`config.mk`:
```
export PLATFORM = sky130hd
export DESIGN_NAME = calc_accumulator
export DESIGN_NICKNAME = d
export VERILOG_FILES = /design/src/rtl/calc_pkg.sv /design/src/rtl/decimal_entry_reg.sv /design/src/rtl/calc_accumulator.sv
export SDC_FILE = /design/constraint.sdc
export NUM_CORES = 1
export LEC_CHECK = 0
export BUFFER_PORTS_ARGS = -buffer_cell sky130_fd_sc_hd__buf_2
export CORE_MARGIN = 10
export CORE_UTILIZATION = 29
export DETAILED_ROUTE_END_ITERATION = 10
export GPL_TIMING_DRIVEN = 1
export PLACE_DENSITY = 0.43
export SYNTH_ARGS = -nofsm -noshare
export SYNTH_HDL_FRONTEND = slang
export SYNTH_HIERARCHICAL = 1
export SYNTH_SLANG_ARGS = --single-unit
```
`constraint.sdc`:
```
create_clock -name clock -period 3.8 [get_ports clock]
set_input_delay 0.38 -clock clock [delete_from_list [all_inputs] [get_ports clock]]
set_output_delay 0.38 -clock clock [all_outputs]
set_load 0.05 [all_outputs]
```
`src/rtl/calc_pkg.sv`:
```
// Shared opcodes, state encoding and decimal helpers for the calculator core.
package calc_pkg;

    localparam logic [1:0] OP_ADD = 2'd0;
    localparam logic [1:0] OP_SUB = 2'd1;
    localparam logic [1:0] OP_EQ  = 2'd2;
    localparam logic [1:0] OP_CLR = 2'd3;

    typedef enum logic [1:0] {
        ST_ENTRY_A = 2'd0,
        ST_ENTRY_B = 2'd1,
        ST_DONE    = 2'd2
    } state_t;

    localparam int MUL_W = 32;

    function automatic logic [MUL_W+3:0] mul10_add(input logic [MUL_W-1:0] value,
                                                   input logic [3:0] digit);
        logic [MUL_W+3:0] wide;
        wide = {4'b0000, value};
        return (wide * 36'd10) + {32'd0, digit};
    endfunction

    function automatic longint unsigned pow10(input int n);
        longint unsigned p;
        p = 64'd1;
        for (int i = 0; i < n; i++) p = p * 64'd10;
        return p;
    endfunction

endpackage

```
`src/rtl/decimal_entry_reg.sv`:
```
// One decimal operand register: shifts in digits until MAX_DIGITS are held.
module decimal_entry_reg
    import calc_pkg::*;
#(
    parameter int WIDTH      = 16,
    parameter int MAX_DIGITS = 4,
    parameter int CW         = $clog2(MAX_DIGITS + 1)
) (
    input  logic             clock,
    input  logic             reset,
    input  logic             clear,
    input  logic             load,
    input  logic [WIDTH-1:0] load_value,
    input  logic [CW-1:0]    load_count,
    input  logic             push,
    input  logic [3:0]       digit,
    output logic [WIDTH-1:0] value,
    output logic [CW-1:0]    count,
    output logic             full
);

    logic [WIDTH-1:0] next_value;

    assign full       = (count == CW'(MAX_DIGITS));
    assign next_value = WIDTH'(mul10_add(MUL_W'(value), digit));

    always_ff @(posedge clock or posedge reset) begin
        if (reset) begin
            value <= '0;
            count <= '0;
        end else if (clear) begin
            value <= '0;
            count <= '0;
        end else if (load) begin
            value <= load_value;
            count <= load_count;
        end else if (push && !full) begin
            value <= next_value;
            count <= count + CW'(1);
        end
    end

endmodule

```
`src/rtl/calc_accumulator.sv`:
```
// Decimal calculator core: two keyed operands, latched ADD/SUB, result on EQUALS
// with chaining from DONE.
module calc_accumulator
    import calc_pkg::*;
#(
    parameter int WIDTH      = 16,
    parameter int MAX_DIGITS = 4,
    parameter int CW         = $clog2(MAX_DIGITS + 1)
) (
    input  logic             clock,
    input  logic             reset,
    input  logic [3:0]       digit,
    input  logic             digit_valid,
    input  logic             op_valid,
    input  logic [1:0]       op_code,
    output logic [WIDTH-1:0] display,
    output logic [WIDTH-1:0] operand_a,
    output logic [WIDTH-1:0] operand_b,
    output logic [WIDTH-1:0] result,
    output logic             result_valid,
    output logic             negative,
    output logic             overflow,
    output logic             error,
    output logic [1:0]       state,
    output logic [CW-1:0]    digit_count
);

    localparam longint unsigned MAX_VALUE = pow10(MAX_DIGITS) - 64'd1;

    if (WIDTH > MUL_W || MAX_VALUE >= (64'd1 << WIDTH)) begin : g_bad_params
        $error("calc_accumulator: MAX_DIGITS decimal digits do not fit in WIDTH bits");
    end

    state_t           state_q, state_d;
    logic             op_sub_q;
    logic             a_clear, a_load, a_push, b_clear, b_push;
    logic [WIDTH-1:0] a_load_value;
    logic [CW-1:0]    a_load_count;
    logic             a_full, b_full;
    logic [CW-1:0]    a_count, b_count;
    logic             set_result, neg_d, ovf_set, err_d, op_latch, clear_all, new_calc;
    logic [WIDTH-1:0] result_d;
    logic [WIDTH:0]   sum;
    logic             digit_ok;

    assign sum      = {1'b0, operand_a} + {1'b0, operand_b};
    assign digit_ok = (digit <= 4'd9);

    decimal_entry_reg #(.WIDTH(WIDTH), .MAX_DIGITS(MAX_DIGITS), .CW(CW)) u_reg_a (
        .clock(clock), .reset(reset), .clear(a_clear), .load(a_load),
        .load_value(a_load_value), .load_count(a_load_count),
        .push(a_push), .digit(digit), .value(operand_a), .count(a_count), .full(a_full)
    );

    decimal_entry_reg #(.WIDTH(WIDTH), .MAX_DIGITS(MAX_DIGITS), .CW(CW)) u_reg_b (
        .clock(clock), .reset(reset), .clear(b_clear), .load(1'b0),
        .load_value('0), .load_count('0),
        .push(b_push), .digit(digit), .value(operand_b), .count(b_count), .full(b_full)
    );

    always_ff @(posedge clock or posedge reset) begin
        if (reset) state_q <= ST_ENTRY_A;
        else       state_q <= state_d;
    end

    always_comb begin
        state_d = state_q;
        if (op_valid) begin
            case (op_code)
                OP_CLR:  state_d = ST_ENTRY_A;
                OP_EQ:   if (state_q != ST_DONE) state_d = ST_DONE;
                default: if (state_q == ST_ENTRY_A || (state_q == ST_DONE && !negative))
                             state_d = ST_ENTRY_B;
            endcase
        end else if (digit_valid && digit_ok && state_q == ST_DONE) begin
            state_d = ST_ENTRY_A;
        end
    end

    always_comb begin
        a_clear = 1'b0; a_load = 1'b0; a_push = 1'b0; b_clear = 1'b0; b_push = 1'b0;
        a_load_value = '0; a_load_count = '0;
        set_result = 1'b0; result_d = '0; neg_d = 1'b0; ovf_set = 1'b0;
        err_d = 1'b0; op_latch = 1'b0; clear_all = 1'b0; new_calc = 1'b0;
        if (op_valid) begin
            // a digit arriving together with an op is always dropped
            err_d = digit_valid;
            case (op_code)
                OP_CLR: begin
                    a_clear = 1'b1; b_clear = 1'b1; clear_all = 1'b1;
                end
                OP_EQ: begin
                    if (state_q == ST_ENTRY_A) begin
                        set_result = 1'b1; result_d = operand_a;
                    end else if (state_q == ST_ENTRY_B) begin
                        set_result = 1'b1;
                        if (!op_sub_q) begin
                            result_d = sum[WIDTH-1:0]; ovf_set = sum[WIDTH];
                        end else if (operand_a >= operand_b) begin
                            result_d = operand_a - operand_b;
                        end else begin
                            result_d = operand_b - operand_a; neg_d = 1'b1;
                        end
                    end
                end
                default: begin
                    if (state_q == ST_ENTRY_A) begin
                        op_latch = 1'b1; b_clear = 1'b1;
                    end else if (state_q == ST_ENTRY_B) begin
                        if (b_count == '0) op_latch = 1'b1;
                        else               err_d = 1'b1;
                    end else if (!negative) begin
                        a_load = 1'b1; a_load_value = result; b_clear = 1'b1; op_latch = 1'b1;
                    end else begin
                        err_d = 1'b1;
                    end
                end
            endcase
        end else if (digit_valid) begin
            if (!digit_ok) begin
                err_d = 1'b1;
            end else if (state_q == ST_DONE) begin
                a_load = 1'b1; a_load_value = WIDTH'(digit); a_load_count = CW'(1);
                b_clear = 1'b1; new_calc = 1'b1;
            end else if (state_q == ST_ENTRY_A) begin
                a_push = 1'b1; ovf_set = a_full;
            end else begin
                b_push = 1'b1; ovf_set = b_full;
            end
        end
    end

    always_ff @(posedge clock or posedge reset) begin
        if (reset) begin
            result <= '0; result_valid <= 1'b0; negative <= 1'b0;
            overflow <= 1'b0; error <= 1'b0; op_sub_q <= 1'b0;
        end else begin
            result_valid <= set_result;
            error        <= err_d;
            if (clear_all) begin
                result <= '0; negative <= 1'b0; overflow <= 1'b0; op_sub_q <= 1'b0;
            end else begin
                if (set_result) begin
                    result   <= result_d;
                    negative <= neg_d;
                end else if (new_calc) begin
                    negative <= 1'b0;
                end
                if (new_calc)     overflow <= 1'b0;
                else if (ovf_set) overflow <= 1'b1;
                if (op_latch)     op_sub_q <= (op_code == OP_SUB);
            end
        end
    end

    always_comb begin
        case (state_q)
            ST_ENTRY_A: display = operand_a;
            ST_ENTRY_B: display = operand_b;
            default:    display = result;
        endcase
    end

    assign digit_count = (state_q == ST_ENTRY_B) ? b_count : a_count;
    assign state       = state_q;

endmodule

```
# Word level (Yosys, flattened, before mapping)
# Index checks and enable logic that the tools add are counted.
[totals]
regBits = 61
out_inout_bits = 73
wordCells = 153
[op_classes]
n_addsub = 7
multipliers = 2
n_lt_le_gt_ge = 2
n_eq_ne = 10
n_mux = 101
n_reduce_logical = 20
[ops]
columns = ["operator", "n"]
rows = [
  ["16-bit two-way mux", 18],
  ["1-bit two-way mux", 67],
  ["16-bit by 4-bit adder with 16-bit output", 2],
  ["16-bit by 3-bit multiplier with 15-bit output (second input constant)", 2],
  ["16-bit one-hot mux with 2 select lines", 1],
  ["16-bit subtractor", 2],
  ["3-bit two-way mux", 6],
  ["16-bit by 16-bit adder with 17-bit output", 1],
  ["16-bit >= comparator", 1],
  ["4-bit two-way mux", 3],
  ["3-bit nonzero test", 3],
  ["2-bit two-way mux", 4],
  ["2-bit nonzero test", 4],
  ["3-bit by 1-bit adder with 3-bit output (second input constant)", 2],
  ["2-bit equality test (second input constant)", 3],
  ["3-bit equality test (second input constant)", 2],
  ["1-bit logical AND", 5],
  ["2-bit by 1-bit equality test with 1-bit output (second input constant)", 2],
  ["4-bit less-or-equal comparator (second input constant)", 1],
  ["4-bit by 1-bit != test with 1-bit output (second input constant)", 1],
  ["2-bit one-hot mux with 2 select lines", 1],
  ["1-bit logical NOT", 3],
  ["3-bit logical NOT", 1],
  ["3-bit != test (second input constant)", 1],
  ["6 further kinds", 6],
]

# Longest topological paths before layout
[depth]
word_depth = 10
mapped_depth = 13

# Hierarchy
# Netlist, hierarchy kept.
[by_module_without_submodules]
columns = ["mod", "n_inst", "cells_each", "area_each_um2"]
rows = [
  ["calc_accumulator", 1, 537, 3987.6],
  ["decimal_entry_reg", 2, 241, 1976.9],
]

# Worst setup path after synthesis
# No wires, ideal clock.
[synth_timing]
path_kind = "reg-to-reg"
from = "reg u_reg_b.value[1]"
to = "reg u_reg_b.value[15]"
setup_ns = 0.124
arrival_time_ns = 3.548
required_ns = 3.676
slack_ns = 0.128
stages_incl_launch_ff = 11
n_path_buf = 0
path_cell_list = "dfrtp_1 > ha_1 > ha_1 > fa_1 > a21o_1 > a221oi_2 > xnor2_1 > nand3b_1 > or4b_4 > a21o_1 > a211o_1"
[synth_via]
elab_chain_len = 4
[synth_lines]
columns = ["element", "line_no", "source"]
rows = [
  ["start: declaration", "decimal_entry_reg.sv:17", "output logic [WIDTH-1:0] value,"],
  ["start signal: assignment", "decimal_entry_reg.sv:35", "value <= load_value;"],
  ["start signal: assignment", "decimal_entry_reg.sv:38", "value <= next_value;"],
  ["16-bit by 3-bit multiplier with 15-bit output", "calc_pkg.sv:21", "return (wide * 36'd10) + {32'd0, digit};"],
  ["16-bit by 4-bit adder with 16-bit output", "calc_pkg.sv:21", ""],
  ["16-bit two-way mux", "decimal_entry_reg.sv:37", "end else if (push && !full) begin"],
  ["16-bit two-way mux", "decimal_entry_reg.sv:31", "end else if (clear) begin"],
]
# Every way passes these cells. The select of a mux whose other input is x is not followed.
# A chain may end at the register's enable or synchronous reset.

# Final worst setup path
[layout_timing]
from = "reg u_reg_a.value[0]"
to = "reg u_reg_a.value[15]"
[layout_via]
elab_chain_len = 5
[layout_lines]
columns = ["element", "line_no", "source"]
rows = [
  ["start: declaration", "decimal_entry_reg.sv:17", ""],
  ["start signal: assignment", "decimal_entry_reg.sv:35", ""],
  ["start signal: assignment", "decimal_entry_reg.sv:38", ""],
  ["16-bit by 3-bit multiplier with 15-bit output", "calc_pkg.sv:21", ""],
  ["16-bit by 4-bit adder with 16-bit output", "calc_pkg.sv:21", ""],
  ["16-bit two-way mux", "decimal_entry_reg.sv:37", ""],
  ["16-bit two-way mux", "decimal_entry_reg.sv:34", "end else if (load) begin"],
  ["16-bit two-way mux", "decimal_entry_reg.sv:31", ""],
]
# Every way passes these cells. The select of a mux whose other input is x is not followed.

==> results_dict.tcl <==
set metrics [dict create \
    ys_ff_latch 61 \
    initialDrtViolationCount 575 \
    crit_required_ns 4.02 \
    max_stage_delay_ns 0.54 \
    slew_headroom_pct 35.3 \
    fmax_mhz 289 \
    die_h_um 185 \
    drt-total-wl_um 29900 \
    finalClockSkew_ns 0.00979 \
    drc 0 \
    hold_viol_final 0 \
    grt_usage_pct 17.3 \
    wl_per_cell_um 20.2 \
    start_kind "flop" \
    ctsLongestPathBuffers 2 \
    period_needed_ns 3.46 \
    cts-hold-fix-buffers 0 \
    period_share_pct 91.1 \
    grt.met2_usage_pct 27.5 \
    synthTopCellsByArea "dfrtp_1 (19%), ha_1 (16%), a21oi_1 (5.9%)" \
    hpwl_um 24200 \
    n_antenna_cell 0 \
    drv_cap 0 \
    crit_chain "ha_1, ha_1, fa_1, a21o_1, a221oi_2, xnor2_1, nand3b_1, or4b_4, a21o_1, a211o_1" \
    cts_resized 0 \
    yosysTopAreaCell "dfrtp_1" \
    endpoint_kind "flop" \
    rsz0062_at_grt "no" \
    critPathMaxFanout 8 \
    insertion_delay_ns 0.34 \
    fill_cells 2881 \
    r2r-start "u_reg_a/value[0]$_DFFE_PP0P_" \
    setup_viol 0 \
    coreArea_um2 27000 \
    final_antenna_net_count 0 \
    grt_use_met1_pct 24.4 \
    syn_inst 1019 \
    rows 60 \
    dr.pass1.iters 5 \
    cts_tree "done" \
    slowest_stage "or4b_4" \
    rr_worst_depth 10 \
    arrival_ns 3.68 \
    rr_endpoint "u_reg_a/value[15]$_DFFE_PP0P_" \
    grt-busiest-layer "met2" \
    finalNetCount 1250 \
    synth_cell_types 76 \
    power.leakage_nw 4.45 \
    worstHoldPathType "in -> async" \
    synth_edf_count 0 \
    async_flop_share_pct 100 \
    mostFrequentLayoutCell "ha_1" \
    grt_pass1_vias 7684 \
    globalplace.congestion 0.926 \
    netlist_area_um2 7940 \
    cts-root-buf "clkbuf_16" \
    power.total_mw 4.62 \
    die-width_um 185 \
    clk_pin_slew_ns 0.07 \
    vias_per_cell 5.33 \
    initial_core_util_pct 29.5 \
    syn-mean-instance-area_um2 7.79 \
    grt_max_degree 37 \
    synth_seq_area_share_pct 19.2 \
    yosysWarnings 6 \
    syn_to_final_growth_pct 16.4 \
    setup_tns_ns 0 \
    tightest_slew_ns 0.969 \
    status "finished, final reports clean" \
    antenna_found_initial 0 \
    drive_gt1_share_pct 14.9 \
    dr_total_vias 7863 \
    critPathKind "reg -> reg" \
    layout_common_cells "ha_1 (104), a21oi_1 (94), nand2_1 (93)" \
    grt_remaining_overflow 0 \
    power_density_nw_per_um2 499 \
    htreeDepth 3 \
    ys.flop_type "dfrtp_1" \
    irDropWorstVdd_uv 202 \
    cts_buffers 9 \
    cp.buffers_inverters 0 \
    grt_use_met3_pct 2.85 \
    synth.top_cell.area_share_pct 19.2 \
    drv_slew 0 \
    r2r_slack_ns 0.34 \
    critPathTopFamily "compound AO/OA/AOI/OAI gates" \
    io_pins 83 \
    io_buffers 82 \
    grt_pass1_wl_um 46200 \
    cts.sinks 61 \
    post_cts_buffers 0 \
    dieArea_um2 34400 \
]
-- worst max path at each step --
stage	startpoint	to	slack [ns]	cells past startpoint
detailed placement	u_reg_a/value[0]$_DFFE_PP0P_	u_reg_a/value[15]$_DFFE_PP0P_	0.37	10
floorplan	u_reg_b/value[1]$_DFFE_PP0P_	u_reg_b/value[15]$_DFFE_PP0P_	0.13	10
CTS	u_reg_a/value[0]$_DFFE_PP0P_	u_reg_a/value[15]$_DFFE_PP0P_	0.33	10
global placement	u_reg_b/value[1]$_DFFE_PP0P_	u_reg_b/value[15]$_DFFE_PP0P_	0.40	10
global route	u_reg_b/value[1]$_DFFE_PP0P_	u_reg_b/value[15]$_DFFE_PP0P_	0.14	10
finish	u_reg_a/value[0]$_DFFE_PP0P_	u_reg_a/value[15]$_DFFE_PP0P_	0.34	10
-- routing by layer --
layer / wire length [µm] / part of all wire, %
met1: 14900 / 50
met2: 13300 / 44
met3: 1530 / 5.1
met4: 195 / 0.65
met5: 0 / 0
-- synthesized netlist by cell type, drive strengths merged, types with 18 or more instances --
cell type / count
xnor2: 30
a21oi: 97
and2: 19
buf: 20
xor2: 20
mux2i: 29
inv: 71
nand3: 24
nor2: 93
ha: 104
o21ai: 67
a21o: 18
clkbuf: 31
dfrtp: 61
nand2: 94
-- state kept, by name, summed over array words and instances, names as in the netlist --
signal	cells
u_reg_b/count	3
u_reg_b/value	16
negative	1
op_sub_q	1
u_reg_a/count	3
state	2
result_valid	1
u_reg_a/value	16
overflow	1
error	1
result	16
-- kinds of logic (layout without fill, tap and decap cells) --
group	count (synthesis)	after routing	synth area share (%)
simple gates	326	326	20.2
flops	61	61	19.2
other cells	1	22	0.0472
compound gates	316	316	26.4
mux	32	32	4.08
buf+inv	122	216	6.37
fa+ha+maj	111	111	18.2
xor+xnor	50	50	5.51
-- power breakdown --
| group | switching (mW) | internal, mW | leakage, nW | total (mW) |
|---|---|---|---|---|
| Sequential | 0.163 | 0.755 | 0.806 | 0.917 |
| Combinational | 1.94 | 0.958 | 3.52 | 2.90 |
| Clock | 0.356 | 0.441 | 0.129 | 0.797 |
| Total | 2.46 | 2.15 | 4.45 | 4.62 |
-- cell type report --
type	instances	area (µm²)	share of cell area, %
repair buffers	129	763	8.26
well taps	341	427	4.61
flip-flops and latches	61	1530	16.5
clock inverters	6	38.8	0.420
inverters	71	267	2.88
clock buffers	10	229	2.48
multi-input cells	857	5990	64.8
-- stage by stage --
stage | hold WS, ns | util (%) | cells | area, µm² | setup slack, ns
4_1_cts | 0.272 | 34.3 | 1475 | 9250 | 0.327
2_1_floorplan | 0.331 | - | 1040 | 8020 | 0.128
3_3_place_gp | 0.574 | 33.3 | 1459 | 8980 | 0.397
6_report | 0.234 | 34.3 | 1475 | 9250 | 0.340
3_5_place_dp | 0.587 | 33.3 | 1459 | 8980 | 0.370
5_1_grt | 0.298 | 34.3 | 1475 | 9250 | 0.144
(Power assumes the default switching activity.)
